**config.mk**
```make
export PLATFORM = sky130hd
export DESIGN_NAME = ps2_mouse_tracker
export DESIGN_NICKNAME = d
export VERILOG_FILES = /design/src/rtl/ps2_mouse_tracker.sv
export SDC_FILE = /design/constraint.sdc
export NUM_CORES = 1
export LEC_CHECK = 0
export ABC_CLOCK_PERIOD_IN_PS = 3300
export CAP_MARGIN = 20
export CORE_ASPECT_RATIO = 1.4
export CORE_UTILIZATION = 30
export DETAILED_ROUTE_END_ITERATION = 7
export GPL_TIMING_DRIVEN = 0
export PLACE_DENSITY = 0.54
export SYNTH_ARGS = -nofsm -noshare
export SYNTH_HDL_FRONTEND = slang
export SYNTH_SLANG_ARGS = --single-unit
```
**constraint.sdc**
```tcl
create_clock -name clk -period 3.3 [get_ports clk]
set_input_delay 0.33 -clock clk [delete_from_list [all_inputs] [get_ports clk]]
set_output_delay 0.33 -clock clk [all_outputs]
set_load 0.01 [all_outputs]
```
**src/rtl/ps2_mouse_tracker.sv**
```systemverilog
// PS/2 mouse receiver: synchronises the raw PS/2 lines, deframes 11-bit
// frames, assembles 3-byte movement packets and integrates the deltas into
// a clamped absolute cursor position with button state.
module ps2_mouse_tracker #(
  parameter int MAX_X          = 800,
  parameter int MAX_Y          = 600,
  parameter int INIT_X         = 0,
  parameter int INIT_Y         = 0,
  parameter int TIMEOUT_CYCLES = 65000
) (
  input  logic        clk,
  input  logic        rst,
  input  logic        ps2_clk,
  input  logic        ps2_data,
  output logic [11:0] mouse_x_position,
  output logic [11:0] mouse_y_position,
  output logic        mouse_left,
  output logic        mouse_right,
  output logic        packet_valid,
  output logic        frame_err
);

  typedef enum logic [1:0] {IDLE, DATA, PARITY, STOP} bit_state_t;

  localparam int TW = $clog2(TIMEOUT_CYCLES + 1);
  localparam logic [TW-1:0] TMO_LAST = TW'(TIMEOUT_CYCLES - 1);
  localparam logic signed [13:0] X_LIM = 14'(MAX_X - 1);
  localparam logic signed [13:0] Y_LIM = 14'(MAX_Y - 1);

  logic clk_s1, clk_s2, data_s1, data_s2, clk_prev;
  logic strobe, data_bit;

  bit_state_t state_q, state_d;
  logic [7:0]    shift_q;
  logic [2:0]    bit_cnt;
  logic          parity_q;
  logic [TW-1:0] tmo_cnt;
  logic          timeout_hit, byte_done, bit_err;

  logic [1:0] byte_idx;
  logic [5:0] hdr_q;   // {y_ovf, x_ovf, y_sign, x_sign, right, left}
  logic [7:0] dx_byte_q;

  logic signed [13:0] dx, dy, nx, ny;
  logic [11:0] x_clamped, y_clamped;

  // Two-flop synchronisers plus a registered falling-edge strobe with its data bit
  always_ff @(posedge clk or posedge rst) begin
    if (rst) begin
      clk_s1   <= 1'b1;
      clk_s2   <= 1'b1;
      data_s1  <= 1'b1;
      data_s2  <= 1'b1;
      clk_prev <= 1'b1;
      strobe   <= 1'b0;
      data_bit <= 1'b1;
    end else begin
      clk_s1   <= ps2_clk;
      clk_s2   <= clk_s1;
      data_s1  <= ps2_data;
      data_s2  <= data_s1;
      clk_prev <= clk_s2;
      strobe   <= clk_prev & ~clk_s2;
      data_bit <= data_s2;
    end
  end

  // Frame watchdog: cleared by every strobe, runs only while a frame is open
  always_ff @(posedge clk or posedge rst) begin
    if (rst) begin
      tmo_cnt <= '0;
    end else if (strobe || state_q == IDLE) begin
      tmo_cnt <= '0;
    end else if (tmo_cnt != TMO_LAST) begin
      tmo_cnt <= tmo_cnt + TW'(1);
    end
  end

  assign timeout_hit = (state_q != IDLE) && !strobe && (tmo_cnt == TMO_LAST);

  // Bit FSM state register
  always_ff @(posedge clk or posedge rst) begin
    if (rst) state_q <= IDLE;
    else     state_q <= state_d;
  end

  // Bit FSM next state; a byte is delivered or rejected at the stop bit
  always_comb begin
    state_d   = state_q;
    byte_done = 1'b0;
    bit_err   = 1'b0;
    if (timeout_hit) begin
      state_d = IDLE;
    end else if (strobe) begin
      case (state_q)
        IDLE:   if (!data_bit) state_d = DATA;
        DATA:   if (bit_cnt == 3'd7) state_d = PARITY;
        PARITY: state_d = STOP;
        STOP: begin
          state_d = IDLE;
          if (data_bit && (^{shift_q, parity_q})) byte_done = 1'b1;
          else                                    bit_err   = 1'b1;
        end
        default: state_d = IDLE;
      endcase
    end
  end

  // Shift register, bit counter and captured parity bit
  always_ff @(posedge clk or posedge rst) begin
    if (rst) begin
      shift_q  <= '0;
      bit_cnt  <= '0;
      parity_q <= 1'b0;
    end else if (strobe) begin
      case (state_q)
        IDLE:   bit_cnt <= '0;
        DATA: begin
          shift_q <= {data_bit, shift_q[7:1]};
          bit_cnt <= bit_cnt + 3'd1;
        end
        PARITY: parity_q <= data_bit;
        default: ;
      endcase
    end
  end

  // Position arithmetic: sign-extend deltas, zero them on overflow, clamp
  always_comb begin
    dx = hdr_q[4] ? 14'sd0 : {{5{hdr_q[2]}}, hdr_q[2], dx_byte_q};
    dy = hdr_q[5] ? 14'sd0 : {{5{hdr_q[3]}}, hdr_q[3], shift_q};
    nx = $signed({2'b00, mouse_x_position}) + dx;
    ny = $signed({2'b00, mouse_y_position}) - dy;
    if (nx < 14'sd0)      x_clamped = 12'd0;
    else if (nx > X_LIM)  x_clamped = X_LIM[11:0];
    else                  x_clamped = nx[11:0];
    if (ny < 14'sd0)      y_clamped = 12'd0;
    else if (ny > Y_LIM)  y_clamped = Y_LIM[11:0];
    else                  y_clamped = ny[11:0];
  end

  // Packet assembly and output update; errors restart assembly at byte 0
  always_ff @(posedge clk or posedge rst) begin
    if (rst) begin
      byte_idx         <= 2'd0;
      hdr_q            <= '0;
      dx_byte_q        <= '0;
      mouse_x_position <= 12'(INIT_X);
      mouse_y_position <= 12'(INIT_Y);
      mouse_left       <= 1'b0;
      mouse_right      <= 1'b0;
      packet_valid     <= 1'b0;
      frame_err        <= 1'b0;
    end else begin
      packet_valid <= 1'b0;
      frame_err    <= 1'b0;
      if (bit_err || timeout_hit) begin
        frame_err <= 1'b1;
        byte_idx  <= 2'd0;
      end else if (byte_done) begin
        case (byte_idx)
          2'd0: if (shift_q[3]) begin
            hdr_q    <= {shift_q[7:4], shift_q[1:0]};
            byte_idx <= 2'd1;
          end
          2'd1: begin
            dx_byte_q <= shift_q;
            byte_idx  <= 2'd2;
          end
          default: begin
            mouse_x_position <= x_clamped;
            mouse_y_position <= y_clamped;
            mouse_left       <= hdr_q[0];
            mouse_right      <= hdr_q[1];
            packet_valid     <= 1'b1;
            byte_idx         <= 2'd0;
          end
        endcase
      end
    end
  end

endmodule

```
======== Word-level counts from Yosys, hierarchy flattened ========
Cells that the tools add are included.
storage, ports and cells
  register bits after elaboration ......... 81
  bits of input ports ..................... 4
  output and inout port bits .............. 28
  word-level logic and storage cells ...... 96
operators by class
  add/sub/neg operators ................... 4
  magnitude comparators ................... 4
  equality and inequality tests ........... 10
  muxes and demuxes ....................... 30
  bitwise logic cells ..................... 4
  reduce and logical (&&, ||, !) cells .... 23
operator list
  kind                                                                               number
  12-bit 2-to-1 mux                                                                  4
  16-bit 2-to-1 mux                                                                  2
  14-bit by 11-bit greater-than comparator with 1-bit output, second input constant  2
  14-bit by 1-bit < comparator with 1-bit output, second input constant              2
  14-bit 2-to-1 mux                                                                  2
  16-bit by 1-bit adder with 16-bit output, second input constant                    1
  16-bit equality test, second input constant                                        1
  16-bit inequality test, second input constant                                      1
  13-bit by 14-bit adder with 14-bit output                                          1
  2-bit 2-to-1 mux                                                                   7
  13-bit by 14-bit subtractor with 14-bit output                                     1
  1-bit 2-to-1 mux                                                                   12
  2-bit nonzero test                                                                 5
  3-bit inequality test, second input constant                                       3
  3-bit AND reduction                                                                3
  9-bit parity                                                                       1
  2-bit one-hot mux with 4 select lines                                              1
  2-bit AND reduction                                                                4
  3-bit one-hot mux with 2 select lines                                              1
  2-bit by 1-bit equality test with 1-bit output, second input constant              2
  2-bit equality test, second input constant                                         2
  2-bit logical NOT                                                                  2
  2-bit one-hot mux with 2 select lines                                              1
  4-bit AND reduction                                                                1
  other kinds (8)                                                                    13

======== Longest topological paths before layout ========
Gate-level depths: netlist (run 1).
  word-level depth ........................ 9
  gate-level depth with buffers ........... 12
  depth with buffers taken out ............ 11

======== Worst setup path after synthesis (run 1) ========
No wires, ideal clock.
  kind .................................... reg-to-reg
  from .................................... register hdr_q[4]
  to ...................................... register mouse_x_position[0]
  setup time .............................. 0.126 ns
  arrival ................................. 2.851 ns
  slack ................................... 0.322 ns
  cell stages (with the launch flop) ...... 12
  path buffers ............................ 1
  period minus slack after synthesis ...... 2.978 ns
  path through ............................ dfrtp_1 > nor2b_1 > ha_1 > clkbuf_1 > a21oi_1 > o21ai_0 > nor4_1 > a21oi_1 > xor2_1 > nor4_4 > a21boi_2 > a221o_1
between the ends
  longest elaborated chain between the ends .. 5
ends and longest elaborated chain
  item                                                        line  RTL
  start, declared                                             41    logic [5:0] hdr_q;
  start signal, assigned                                      163   hdr_q <= {shift_q[7:4], shift_q[1:0]};
  14-bit 2-to-1 mux *                                         130   dx = hdr_q[4] ? 14'sd0 : {{5{hdr_q[2]}}, hdr_q[2], dx_byte_q};
  13-bit by 14-bit adder with 14-bit output *                 132   nx = $signed({2'b00, mouse_x_position}) + dx;
  14-bit by 11-bit greater-than comparator with 1-bit output  135   else if (nx > X_LIM) x_clamped = X_LIM[11:0];
  12-bit 2-to-1 mux                                           135
  12-bit 2-to-1 mux *                                         134   if (nx < 14'sd0) x_clamped = 12'd0;
  end signal, assigned                                        148   mouse_x_position <= 12'(INIT_X);
  end signal, assigned                                        171   mouse_x_position <= x_clamped;
  end, declared                                               15    output logic [11:0] mouse_x_position,
Every way passes the cells marked *; elsewhere a longest branch is shown, timed or not.
A chain may end at the register's enable or synchronous reset.

======== Worst setup path in the final report (run 1) ========
  from .................................... register shift_q[0]
  to ...................................... register mouse_y_position[1]
between the ends
  longest elaborated chain between the ends .. 9
ends and longest elaborated chain
  item                                                                                    line  RTL
  start, declared                                                                         34    logic [7:0] shift_q;
  start signal, assigned                                                                  119   shift_q <= {data_bit, shift_q[7:1]};
  branches (longest 9 deep; another with 13-bit by 14-bit subtractor with 14-bit output)  --
  end signal, assigned                                                                    149   mouse_y_position <= 12'(INIT_Y);
  end signal, assigned                                                                    172   mouse_y_position <= y_clamped;
  end, declared                                                                           16    output logic [11:0] mouse_y_position,
Several ways; the timed one is not identified.

==> results of run 1 <==
## cell families (layout without fill, tap and decap cells)
group           Yosys count  count (layout)  share of synthesized area [%]
compound gates           98              98                           14.7
mux                      25              25                           5.88
flops                    81              81                           42.8
fa+ha+maj                36              36                           9.80
buf+inv                  27              83                           2.16
simple gates            158             158                           17.1
xor+xnor                 39              39                           7.48
## layer usage
layer / up-vias / global-route usage [%] / share of wire, %
li1: 1758 / - / -
met1: 1747 / 15.3 / 42
met2: 59 / 24.6 / 52
met3: 15 / 2.71 / 2.8
met4: 0 / 6.15 / 2.7
met5: - / 0 / 0
## power groups by stage
stage               Combinational, mW  Clock, mW  Sequential [mW]
global route                     1.21       1.38             1.25
global placement                0.999          0             1.24
detailed placement               1.03          0             1.25
CTS                              1.04       1.34             1.23
floorplan                       0.849          0             1.20
finish                           1.09       1.30             1.23
## worst reg2reg max path: stages, from the launching register on
cell and delay [ns]:
sky130_fd_sc_hd__dfrtp_2 0.45, sky130_fd_sc_hd__nor2b_1 0.15, sky130_fd_sc_hd__ha_1 0.21, sky130_fd_sc_hd__fa_1 0.40, sky130_fd_sc_hd__nand2b_1 0.20, sky130_fd_sc_hd__a21oi_1 0.18
sky130_fd_sc_hd__a211o_1 0.15, sky130_fd_sc_hd__and4_1 0.23, sky130_fd_sc_hd__nor4b_1 0.06, sky130_fd_sc_hd__or4b_4 0.57, sky130_fd_sc_hd__a221oi_4 0.23, sky130_fd_sc_hd__buf_4 0.18
sky130_fd_sc_hd__o221ai_1 0.10
## worst paths after layout
kind                            start             endpoint  slack [ns]  cells past startpoint
max                        shift_q[0]  mouse_y_position[1]        0.06                     12
min                               rst  mouse_y_position[5]        0.35                      2
max reg2reg                shift_q[0]  mouse_y_position[1]        0.06                     12
min reg2reg                   data_s2             data_bit        0.35                      0
max in group asynchronous         rst           shift_q[0]        2.34                      3
min in group clk              data_s2             data_bit        0.35                      0
## area by class of cell
type | count | area [sq um]
Inverter | 15 | 58.8
Timing Repair Buffer | 41 | 409
Fill cell | 1565 | 9700
Tap cell | 196 | 245
Buffer | 11 | 42.5
Multi-Input combinational cell | 356 | 2650
Clock inverter | 7 | 166
Clock buffer | 9 | 225
Sequential cell | 81 | 2040
## metrics by stage
| step | setup WS, ns | util, % |
|---|---|---|
| 2_1_floorplan | 0.322 | - |
| 3_3_place_gp | -0.469 | 34.1 |
| 3_5_place_dp | -0.242 | 34.3 |
| 4_1_cts | 0.0270 | 37.0 |
| 5_1_grt | -0.00934 | 37.6 |
| 6_report | 0.0626 | 37.6 |
## cells in the mapped netlist, types with 11 or more instances
master	n
sky130_fd_sc_hd__dfrtp_1	75
sky130_fd_sc_hd__nand2_1	45
sky130_fd_sc_hd__nor2_1	36
sky130_fd_sc_hd__ha_1	34
sky130_fd_sc_hd__mux2_2	23
sky130_fd_sc_hd__a21oi_1	22
sky130_fd_sc_hd__xor2_1	21
sky130_fd_sc_hd__o21ai_0	19
sky130_fd_sc_hd__xnor2_1	17
sky130_fd_sc_hd__nor2b_1	15
sky130_fd_sc_hd__inv_1	14
sky130_fd_sc_hd__clkbuf_1	11
sky130_fd_sc_hd__nand2b_1	11
sky130_fd_sc_hd__nand3_1	11
## cell usage in the layout, fill, tap and decap left out, types with 9 or more instances in the layout
cell type,Yosys,layout
sky130_fd_sc_hd__dfrtp_1,75,72
sky130_fd_sc_hd__nand2_1,45,45
sky130_fd_sc_hd__nor2_1,36,35
sky130_fd_sc_hd__ha_1,34,34
sky130_fd_sc_hd__clkdlybuf4s50_1,0,31
sky130_fd_sc_hd__mux2_2,23,23
sky130_fd_sc_hd__xor2_1,21,21
sky130_fd_sc_hd__a21oi_1,22,21
sky130_fd_sc_hd__o21ai_0,19,19
sky130_fd_sc_hd__xnor2_1,17,17
sky130_fd_sc_hd__inv_1,14,13
sky130_fd_sc_hd__nor2b_1,15,13
sky130_fd_sc_hd__nand2b_1,11,11
sky130_fd_sc_hd__clkbuf_1,11,10
sky130_fd_sc_hd__nand3_1,11,10
sky130_fd_sc_hd__clkbuf_16,0,9
## flip-flops by register name, indices dropped and copies added, names as in the netlist, 2 cells and up
register          cells
shift_q               8
state_q               2
mouse_x_position     12
bit_cnt               3
dx_byte_q             8
mouse_y_position     12
hdr_q                 6
tmo_cnt              16
byte_idx              2
## repair_timing
| action | CTS | global route |
|---|---|---|
| pin swaps | 3 | 5 |
| resized for setup | 5 | 10 |
| endpoints found under the setup margin | 19 | 15 |
| hold buffers | 0 | 0 |
| setup buffers | 2 | 7 |
==> impl_metrics.ini, run 1 <==
[placement]
dp.cells = 692
gp_routability_congestion = 0.842
io_buffer_count = 31
placement.cell_area_sq_um = 5330
dp_hpwl_um = 7670

[pwr]
finalPower_mw = 3.62
sequential_power_share_pct = 34.0
psw_mw = 1.10
power.share.combinational_pct = 30.1
cellLeakagePower_nw = 2.72
power_density_nw_per_um2 = 620
switching_share_pct = 30.3
p_int_mw = 2.52
part_of_the_total_power_dissipated_in_the_clock_network_pct = 35.8
peakVddDrop_v = 0.000290

[worst_setup_path]
arrival_ns = 3.43
setup.worst_path.start_class = flip-flop
timing_worst_setup_path_type = flip-flop to flip-flop
required_ns = 3.50
timing.critical_path.slowest_cell_delay_ns = 0.57
path_delay_family = simple AND/OR/NAND/NOR gates
critical-path-slowest-cell = sky130_fd_sc_hd__or4b_4
critical_path.n_buffers_inverters = 1
critical_path_peak_fanout = 5
worstPathCellList = nor2b_1 > ha_1 > fa_1 > nand2b_1 > a21oi_1 > a211o_1 > and4_1 > nor4b_1 > or4b_4 > a221oi_4 > buf_4 > o221ai_1
cp-end-kind = flip-flop

[die]
fp.coreArea_sq_um = 15500
ioPinCount = 32
die_area_sq_um = 16300
starting_density_of_the_core_pct = 30.6
die_w_um = 108
floorplan_die_height_um = 151
rows = 54

[timing]
tightest_pin_transition_ns = 0.972
setup_total_negative_slack_ns = 0
worst_clock_skew_ns = 0.00961
finalHoldWorstSlack_ns = 0.353
final_hold_viol_count = 0
timing.final.max_slew_violations = 0
max_slew_margin_pct = 34.6
fmax_mhz = 309
finalWorstPathRequiredPeriod_ns = 3.24
finalSetupViolCount = 0
final.period_utilization_pct = 98.1

[clock_network]
clk_pin_slew_ns = 0.06
worstSkewPairLatency_ns = 0.33
cts_tree = yes
cts_max_level = 3
clock-sinks = 81
cts-buffers-inserted = 9
ctsRootBufferMaster = sky130_fd_sc_hd__clkbuf_16
clock_tree.buffer_depth = 2

[global_route]
first_global_vias = 3654
number_of_antenna_violations_at_the_first_check_in_global_routing = 0
grt_start_max_net_pins = 52
global_route.overflow_total = 0
grt_first_pass_wirelength_um = 17500
grt.total_usage_pct = 13.6

[synthesis]
synth.top_cells.by_area = sky130_fd_sc_hd__dfrtp_1, sky130_fd_sc_hd__ha_1, sky130_fd_sc_hd__mux2_2, sky130_fd_sc_hd__xor2_1, sky130_fd_sc_hd__nand2_1
postSynthNetCount = 504
synthDominantAreaCellType = sky130_fd_sc_hd__dfrtp_1
yosys_warnings = 0
yosysUniqueCellTypes = 57
synth.ff_latch_count = 81
synth_top_area_share_pct = 39.5
synthCells = 464
synth.yosys.seq_area_share_pct = 42.8
postSynth.topFlopCell = sky130_fd_sc_hd__dfrtp_1
synthArstFlopShare_pct = 100
number_of_enable_flip_flop_cells_after_synthesis = 0
synthesis.area_sq_um = 4750
post_synth.cell_area_avg_sq_um = 10.2

[finish]
num_antenna_cells = 0
finalNetCount = 555
area_growth_pct = 22.9
layout.cells.non_filler = 716
post-route-cell-area_sq_um = 5840
final_layout_size_suffix_gt1_share_pct = 14.8

[routing]
drc = 1
antenna_violating_nets_post_route = 0
routed_wire_length_per_instance_um = 14.3
drt_wl_total_um = 10300
via_count = 3579
first_pass_iters = 6
first_iter_violations = 88
via_per_inst = 5.00

[worst_hold_path]
hp-class = input pin to asynchronous set/reset pin

[outcome]
status = complete, but fails checks
failed_checks = design-rule violations

[run]
drv.max_cap_violation_count = 0
Power figures use the tool's default switching activity.
==> inputs of run 2 (changes only) <==
Settings changed: REMOVE_ABC_BUFFERS set to 1, SLEW_MARGIN set to 20.
==> impl_metrics.ini, run 2 (synthesis results as in run 1) <==
[placement]
pre_cts_ws_ns = -0.464
placement.cell_area_sq_um = 5290
dp_hpwl_um = 7390
dp.cells = 680
gp_routability_congestion = 0.869
io_buffer_count = 31

[die]
rows = 54
floorplan_die_height_um = 151
starting_density_of_the_core_pct = 30.6
die_area_sq_um = 16300
die_w_um = 108
fp.coreArea_sq_um = 15500
ioPinCount = 32

[worst_setup_path]
timing.critical_path.slowest_cell_delay_ns = 0.58
setup.worst_path.start_class = flip-flop
arrival_ns = 3.43
required_ns = 3.58
worstPathCellList = nor2b_1 > ha_1 > fa_1 > nand2b_4 > a21oi_2 > a211o_1 > and4_1 > nor4b_1 > or4b_4 > a221oi_4 > buf_6 > a32o_1
path_delay_family = simple AND/OR/NAND/NOR gates
critical-path-slowest-cell = sky130_fd_sc_hd__or4b_4
critical_path.n_buffers_inverters = 1
timing_worst_setup_path_type = flip-flop to flip-flop
critical_path_peak_fanout = 5
cp-end-kind = flip-flop

[pwr]
switching_share_pct = 35.1
p_int_mw = 2.15
peakVddDrop_v = 0.000290
finalPower_mw = 3.32
power_density_nw_per_um2 = 583
cellLeakagePower_nw = 2.65
power.share.combinational_pct = 33.8
part_of_the_total_power_dissipated_in_the_clock_network_pct = 29.2
psw_mw = 1.17
sequential_power_share_pct = 37.0

[finish]
area_growth_pct = 20.0
post-route-cell-area_sq_um = 5700
final_layout_size_suffix_gt1_share_pct = 14.8
post_layout_util_pct = 36.7
filler_cell_count = 1545
num_antenna_cells = 0
final_cell_mix = sky130_fd_sc_hd__dfrtp_1, sky130_fd_sc_hd__nand2_1, sky130_fd_sc_hd__nor2_1, sky130_fd_sc_hd__ha_1, sky130_fd_sc_hd__clkdlybuf4s50_1
regMostFlops = tmo_cnt
top_regs = tmo_cnt (16), mouse_x_position (12), mouse_y_position (12)
final_common_cell = sky130_fd_sc_hd__dfrtp_1
layout.cells.non_filler = 703
largest_reg_flops = 16
finalNetCount = 542

[outcome]
status = completed

[global_route]
top_usage_layer = met2
grt.total_usage_pct = 13.4
global_route.overflow_total = 0
grt_start_max_net_pins = 50
first_global_vias = 3592
number_of_antenna_violations_at_the_first_check_in_global_routing = 0
globalRouteMet1Util_pct = 16.1
grt_first_pass_wirelength_um = 17300
groute.layer.met2.usage_pct = 23.7
grtUsageMet3_pct = 2.58

[timing]
finalSetupViolCount = 0
timing.final.ws_setup_ns = 0.145
tightest_pin_transition_ns = 0.892
fmax_mhz = 317
setup_total_negative_slack_ns = 0
final.period_utilization_pct = 95.6
worst_clock_skew_ns = 0.00919
finalWorstPathRequiredPeriod_ns = 3.16
timing.final.max_slew_violations = 0
finalHoldWorstSlack_ns = 0.355
final_hold_viol_count = 0
max_slew_margin_pct = 40.0

[clock_network]
ctsRootBufferMaster = sky130_fd_sc_hd__clkbuf_16
clock-sinks = 81
worstSkewPairLatency_ns = 0.34
clock_tree.buffer_depth = 2
cts_max_level = 3
clk_pin_slew_ns = 0.07
cts-buffers-inserted = 9
cts_tree = yes

[run]
drv.max_cap_violation_count = 0

[routing]
routed_wire_length_per_instance_um = 14.6
via_per_inst = 4.97
first_pass_iters = 5
via_count = 3494
drc = 0
first_iter_violations = 88
drt_wl_total_um = 10300
antenna_violating_nets_post_route = 0

[worst_hold_path]
hp-class = input pin to asynchronous set/reset pin
## run 2: cell count changes in the layout (fill, tap and decap cells not counted), moves of 2 or more
cell | previous run | this run
sky130_fd_sc_hd__a21oi_1 | 21 | 19
sky130_fd_sc_hd__inv_6 | 0 | 3
sky130_fd_sc_hd__bufinv_16 | 5 | 0
sky130_fd_sc_hd__buf_4 | 8 | 5
sky130_fd_sc_hd__clkbuf_1 | 10 | 0
## run 2: final timing paths
kind | depth (start not counted) | slack [ns] | from | endpoint
hold / removal | 2 | 0.36 | rst | mouse_y_position[6]
setup / recovery | 12 | 0.14 | shift_q[0] | mouse_y_position[3]
setup reg to reg | 12 | 0.14 | shift_q[0] | mouse_y_position[3]
hold reg to reg | 0 | 0.36 | clk_s1 | clk_s2
max in group asynchronous | 3 | 2.28 | rst | clk_prev
min in group clk | 0 | 0.36 | clk_s1 | clk_s2
## run 2: layout make-up
| cell class | instances | area [sq um] | area share (%) |
|---|---|---|---|
| Sequential cell | 81 | 2040 | 35.8 |
| Clock buffer | 9 | 225 | 3.95 |
| Multi-Input combinational cell | 356 | 2670 | 46.9 |
| Tap cell | 196 | 245 | 4.30 |
| Timing Repair Buffer | 39 | 398 | 6.98 |
| Clock inverter | 7 | 61.3 | 1.08 |
| Inverter | 15 | 58.8 | 1.03 |
## run 2: what timing repair did
action	4_1_cts	5_1_grt
resized for setup	7	11
hold endpoints to repair	0	0
hold buffers	0	0
setup buffers	2	5
pin swaps	1	3
setup endpoints to repair	19	15
## run 2: layer usage
layer | up-vias | wire length [um]
met4 | 0 | 158
met3 | 12 | 217
met5 | - | 0
met1 | 1707 | 4510
li1 | 1730 | -
met2 | 45 | 5410
## run 2: power groups by stage
stage	logic [mW]	clock network, mW	registers [mW]
final	1.12	0.970	1.23
after global routing	1.26	1.05	1.25
after CTS	1.05	1.00	1.23
after detailed placement	1.03	0	1.25
after global placement	0.999	0	1.24
after floorplan	0.841	0	1.20
